<file path="config.mk">
export PLATFORM = sky130hd
export DESIGN_NAME = clk_enable_multi
export DESIGN_NICKNAME = d
export VERILOG_FILES = /design/src/rtl/clk_enable_pkg.sv /design/src/rtl/clk_enable_ch.sv /design/src/rtl/clk_enable_multi.sv
export SDC_FILE = /design/constraint.sdc
export NUM_CORES = 1
export LEC_CHECK = 0
export CAP_MARGIN = 10
export CORE_MARGIN = 2
export CORE_UTILIZATION = 65
export DETAILED_ROUTE_END_ITERATION = 8
export PLACE_DENSITY_LB_ADDON = 0.25
export SYNTH_ARGS = -nofsm -noshare
export SYNTH_HDL_FRONTEND = slang
export SYNTH_SLANG_ARGS = --single-unit
</file>
<file path="constraint.sdc">
create_clock -name clk -period 7.6 [get_ports clk]
set_input_delay 1.52 -clock clk [delete_from_list [all_inputs] [get_ports clk]]
set_output_delay 1.52 -clock clk [all_outputs]
set_load 0.01 [all_outputs]
</file>
<file path="src/rtl/clk_enable_pkg.sv">
// Shared constants and mode encoding for the clk_enable_multi tick generator.
package clk_enable_pkg;
  localparam int unsigned CNT_W_DEF   = 28;
  localparam int unsigned DEF_DIV_DEF = 10_000_000;
  localparam int unsigned TICK_CNT_W  = 16;

  typedef enum logic {
    MODE_PERIODIC = 1'b0,
    MODE_ONESHOT  = 1'b1
  } mode_e;
endpackage

</file>
<file path="src/rtl/clk_enable_ch.sv">
// Single tick channel: divisor/mode registers, counter, one-shot busy flag, registered q.
// Optional saturating tick counter when CLKEN_TICK_COUNT_EN is defined.
module clk_enable_ch
  import clk_enable_pkg::*;
#(
  parameter int unsigned      CNT_W   = CNT_W_DEF,
  parameter logic [CNT_W-1:0] DEF_DIV = CNT_W'(DEF_DIV_DEF)
) (
  input  logic             clk,
  input  logic             clr,
  input  logic             en,
  input  logic             arm,
  input  logic             wr,
  input  logic [CNT_W-1:0] cfg_div,
  input  logic             cfg_oneshot,
  output logic             q,
  output logic             busy
`ifdef CLKEN_TICK_COUNT_EN
  , output logic [TICK_CNT_W-1:0] tick_cnt
`endif
);

  logic [CNT_W-1:0] cnt, cnt_n;
  logic [CNT_W-1:0] div_r, div_n;
  logic [CNT_W-1:0] div_eff;
  mode_e            mode, mode_n;
  logic             busy_n, q_n, terminal;

  // A zero divisor behaves as one so the terminal compare never underflows.
  assign div_eff  = (div_r == '0) ? CNT_W'(1) : div_r;
  assign terminal = (cnt == div_eff - CNT_W'(1));

  always_comb begin
    cnt_n  = cnt;
    div_n  = div_r;
    mode_n = mode;
    busy_n = busy;
    q_n    = 1'b0;
    if (wr) begin
      div_n  = cfg_div;
      mode_n = mode_e'(cfg_oneshot);
      cnt_n  = '0;
      busy_n = 1'b0;
    end else if (mode == MODE_PERIODIC) begin
      if (en) begin
        if (terminal) begin
          cnt_n = '0;
          q_n   = 1'b1;
        end else begin
          cnt_n = cnt + CNT_W'(1);
        end
      end
    end else if (en) begin
      // Re-arm beats the terminal count: restart without emitting a tick.
      if (arm) begin
        busy_n = 1'b1;
        cnt_n  = '0;
      end else if (busy) begin
        if (terminal) begin
          cnt_n  = '0;
          busy_n = 1'b0;
          q_n    = 1'b1;
        end else begin
          cnt_n = cnt + CNT_W'(1);
        end
      end
    end
  end

  always_ff @(posedge clk) begin
    if (clr) begin
      cnt   <= '0;
      div_r <= DEF_DIV;
      mode  <= MODE_PERIODIC;
      busy  <= 1'b0;
      q     <= 1'b0;
    end else begin
      cnt   <= cnt_n;
      div_r <= div_n;
      mode  <= mode_n;
      busy  <= busy_n;
      q     <= q_n;
    end
  end

`ifdef CLKEN_TICK_COUNT_EN
  always_ff @(posedge clk) begin
    if (clr || wr) begin
      tick_cnt <= '0;
    end else if (q_n && (tick_cnt != '1)) begin
      tick_cnt <= tick_cnt + TICK_CNT_W'(1);
    end
  end
`endif

endmodule

</file>
<file path="src/rtl/clk_enable_multi.sv">
// Multi-channel clock-enable generator: decodes config writes and replicates clk_enable_ch.
// Define CLKEN_TICK_COUNT_EN to add the per-channel tick_cnt bring-up output.
module clk_enable_multi
  import clk_enable_pkg::*;
#(
  parameter int unsigned NUM_CH  = 4,
  parameter int unsigned CNT_W   = CNT_W_DEF,
  parameter int unsigned DEF_DIV = DEF_DIV_DEF,
  localparam int unsigned CH_W   = (NUM_CH > 1) ? $clog2(NUM_CH) : 1
) (
  input  logic              clk,
  input  logic              clr,
  input  logic [NUM_CH-1:0] en,
  input  logic [NUM_CH-1:0] arm,
  input  logic              cfg_wr,
  input  logic [CH_W-1:0]   cfg_ch,
  input  logic [CNT_W-1:0]  cfg_div,
  input  logic              cfg_oneshot,
  output logic [NUM_CH-1:0] q,
  output logic [NUM_CH-1:0] busy
`ifdef CLKEN_TICK_COUNT_EN
  , output logic [NUM_CH*TICK_CNT_W-1:0] tick_cnt
`endif
);

  logic [NUM_CH-1:0] wr_stb;

  // Addresses at or beyond NUM_CH match no channel, so such writes are dropped.
  always_comb begin
    wr_stb = '0;
    for (int unsigned i = 0; i < NUM_CH; i++) begin
      wr_stb[i] = cfg_wr && (32'(cfg_ch) == i);
    end
  end

  for (genvar g = 0; g < NUM_CH; g++) begin : g_ch
    clk_enable_ch #(
      .CNT_W   (CNT_W),
      .DEF_DIV (CNT_W'(DEF_DIV))
    ) u_ch (
      .clk         (clk),
      .clr         (clr),
      .en          (en[g]),
      .arm         (arm[g]),
      .wr          (wr_stb[g]),
      .cfg_div     (cfg_div),
      .cfg_oneshot (cfg_oneshot),
      .q           (q[g]),
      .busy        (busy[g])
`ifdef CLKEN_TICK_COUNT_EN
      , .tick_cnt  (tick_cnt[g*TICK_CNT_W +: TICK_CNT_W])
`endif
    );
  end

endmodule

</file>
==> flow_summary.json <==
{
  "status": "finished, final reports clean",
  "hold_viol_final": 0,
  "fin_area_sq_um": 16000,
  "setup.worst_path.end_class": "flip-flop",
  "holdBufCountCts": 0,
  "dieHeight_microns": 154,
  "setup_viol": 0,
  "grtUsageTotal_pct": 33.3,
  "hp-start": "g_ch[0].u_ch.div_r[27]",
  "worstHoldEndpoint": "g_ch[0].u_ch.div_r[27]",
  "pwr_density_cell_nw_per_um2": 187,
  "hold_path.class": "flip-flop to flip-flop",
  "slew_headroom_pct": 20.8,
  "vias": 14540,
  "slew_viol_final": 0,
  "timing.hold.ws_ns": 0.479,
  "period_needed_ns": 5.50,
  "core-area_sq_um": 22400,
  "grt_max_degree": 65,
  "cts-resized-gates": 0,
  "avgSynthCellArea_sq_um": 7.44,
  "antenna_cells": 0,
  "critPathMaxFanout": 31,
  "drc": 0,
  "ant_nets": 0,
  "die-area_sq_um": 23900,
  "first_global_vias": 13575,
  "ys_seq_elements": 236,
  "start_kind": "flip-flop",
  "clk_pin_slew_worst_paths_ns": 0.06,
  "r2r_start": "g_ch[1].u_ch.div_r[22]",
  "crit_slowest_cell": "or4b_1",
  "critPathKind": "flip-flop to flip-flop",
  "cts_tree": "done",
  "path_buf_inv": 0,
  "min_period_over_period_pct": 72.4,
  "reg2reg_slack_ns": 2.10,
  "synth_cell_type_count": 79,
  "cp.required_ns": 8.00,
  "cp_data_arrival_time_ns": 5.90,
  "netlist_instances": 1977,
  "antenna_found_initial": 0,
  "vdd_drop_max_mv": 0.200,
  "synth-edff-count": 0,
  "post_cts_buffers": 0,
  "syn_nets": 2027,
  "viasPerCell": 6.51,
  "fmax_mhz": 182,
  "initial_core_util_pct": 65.6,
  "grt_pass1_wl_mm": 66.7,
  "report.power.total_mw": 3.00,
  "dpl_cell_area_sq_um": 15100,
  "cap_violations": 0,
  "place_hpwl_mm": 28.6,
  "gp_congestion": 0.981,
  "fin_skew_ns": 0.0134,
  "wl_mm": 40.4,
  "routedWlPerCell_microns": 18.1,
  "crit_chain": "or4_1, nor4_2, and3_1, nor2_1, ha_1, xnor2_1, a221oi_1, o21ai_0, nand4b_1, a2111oi_0, nand4_1, or4b_1, nand2_4, o311ai_1",
  "p_leak_nw": 5.53,
  "yosysSeqAreaShare_pct": 32.1,
  "clock_sinks": 236,
  "fin_nets": 1980,
  "async_flop_share_pct": 0,
  "hold_path_depth": 2,
  "drt_iter0_drc": 1341,
  "yosysWarnings": 0,
  "portBuffers": 49,
  "crit_path_max_incr_delay_ns": 1.03,
  "insertion_delay_ns": 0.54,
  "layout_commonest_cell": "nand2_1",
  "cts_buffers": 26,
  "crit_family": "simple AND/OR/NAND/NOR gates",
  "io_pins": 50,
  "synthFlopType": "dfxtp_1",
  "worst_pin_slew_ns": 1.19,
  "setup-tns-final_ns": 0,
  "area_delta_synth_final_pct": 8.93,
  "rsz0062_at_grt": "false",
  "syn_area_sq_um": 14700,
  "cts-root-buf": "clkbuf_16",
  "worst-r2r-cell-count": 14,
  "mostFrequentLayoutCells": "nand2_1 (376), dfxtp_1 (236), a21oi_1 (118), nor2_1 (107), xnor2_1 (103)",
  "first_pass_iters": 6,
  "layout-drive-gt1-share_pct": 4.67,
  "rows": 55,
  "grt_overflow": 0,
  "htreeDepth": 1,
  "clockBufferDepth": 3,
  "die_w_microns": 154,
  "r2r_end": "g_ch[1].u_ch.cnt[13]",
  "nFillCells": 1852
}
[cells in the mapped netlist, types with 15 or more instances]
library cell | n | area share [%]
nand2_1 | 376 | 9.6
dfxtp_1 | 236 | 32
a21oi_1 | 118 | 4.0
clkbuf_1 | 114 | 2.9
nor2_1 | 109 | 2.8
xnor2_1 | 103 | 6.1
nand3_1 | 86 | 2.9
a31oi_1 | 77 | 3.3
nor3_1 | 57 | 1.9
nand3b_1 | 54 | 2.8
nor4_1 | 54 | 2.3
xor2_1 | 49 | 2.9
o21ai_0 | 47 | 1.6
nand4_1 | 42 | 1.8
and3_1 | 40 | 1.7
inv_1 | 38 | 0.97
or4_1 | 28 | 1.4
o31ai_1 | 24 | 1.2
and2_1 | 22 | 0.94
or3_1 | 22 | 0.94
nand2b_1 | 19 | 0.81
mux2i_1 | 15 | 1.0
o211ai_1 | 15 | 0.77
[final cells by class]
class	count	area, sq um	share of cell area [%]
flip-flops and latches	236	4720	29.5
repair buffers	61	578	3.61
clock buffers	33	748	4.67
multi-input cells	1567	9290	57.9
inverters	38	143	0.890
well taps	285	357	2.22
clock inverters	15	193	1.20
[worst max-delay path by stage]
stage | from | end | slack (ns) | depth (start not counted)
2_1_floorplan | g_ch[1].u_ch.div_r[22] | g_ch[1].u_ch.cnt[1] | 3.22 | 17
3_3_place_gp | g_ch[1].u_ch.div_r[22] | g_ch[1].u_ch.cnt[7] | 2.33 | 14
3_5_place_dp | g_ch[1].u_ch.div_r[22] | g_ch[1].u_ch.cnt[25] | 2.24 | 14
4_1_cts | g_ch[1].u_ch.div_r[22] | g_ch[1].u_ch.cnt[13] | 2.24 | 14
5_1_grt | g_ch[1].u_ch.div_r[22] | g_ch[1].u_ch.cnt[13] | 1.82 | 14
6_report | g_ch[1].u_ch.div_r[22] | g_ch[1].u_ch.cnt[13] | 2.10 | 14
[sequential cells by signal, indices dropped and copies added (netlist names)]
signal / count
g_ch.u_ch.div_r: 112
g_ch.u_ch.busy: 4
g_ch.u_ch.mode: 4
g_ch.u_ch.cnt: 112
g_ch.u_ch.q: 4
[worst reg2reg max path: stages, from the launching register on]
cell and delay, ns:
dfxtp_1 0.37, or4_1 0.62, nor4_2 0.81, and3_1 0.39, nor2_1 0.10, ha_1 0.31, xnor2_1 0.12, a221oi_1 0.22
o21ai_0 0.12, nand4b_1 0.17, a2111oi_0 0.43, nand4_1 0.16, or4b_1 1.03, nand2_4 0.38, o311ai_1 0.14
[where the power goes]
group	total [mW]	leakage, nW	switching (mW)	internal [mW]
clock	1.37	0.455	0.533	0.833
combinational	0.315	3.16	0.193	0.122
sequential	1.32	1.91	0.0516	1.27
[cells by family (layout without fill, tap and decap cells)]
| kind of cell | count (synthesis) | count (layout) | share of synthesized area, % |
|---|---|---|---|
| fa+ha+maj | 8 | 8 | 0.680 |
| buf+inv | 174 | 147 | 4.91 |
| mux | 18 | 18 | 1.25 |
| simple gates | 979 | 979 | 33.8 |
| compound gates | 410 | 410 | 18.2 |
| xor+xnor | 152 | 152 | 9.05 |
| flops | 236 | 236 | 32.1 |
[routing by layer]
layer	global-route usage, %	share of wire (%)
met5	0	0
met4	11.2	3.2
met3	5.35	7.3
met2	55.4	46
met1	44.2	43
[through the flow]
stage / util (%) / instances / setup slack [ns]
detailed placement: 67.3 / 2187 / 2.24
floorplan: - / 1977 / 3.22
finish: 71.5 / 2235 / 2.10
CTS: 71.5 / 2235 / 2.24
global route: 71.5 / 2235 / 1.82
global placement: 67.3 / 2187 / 2.33
Note: power is estimated with default switching activity, not from simulation.
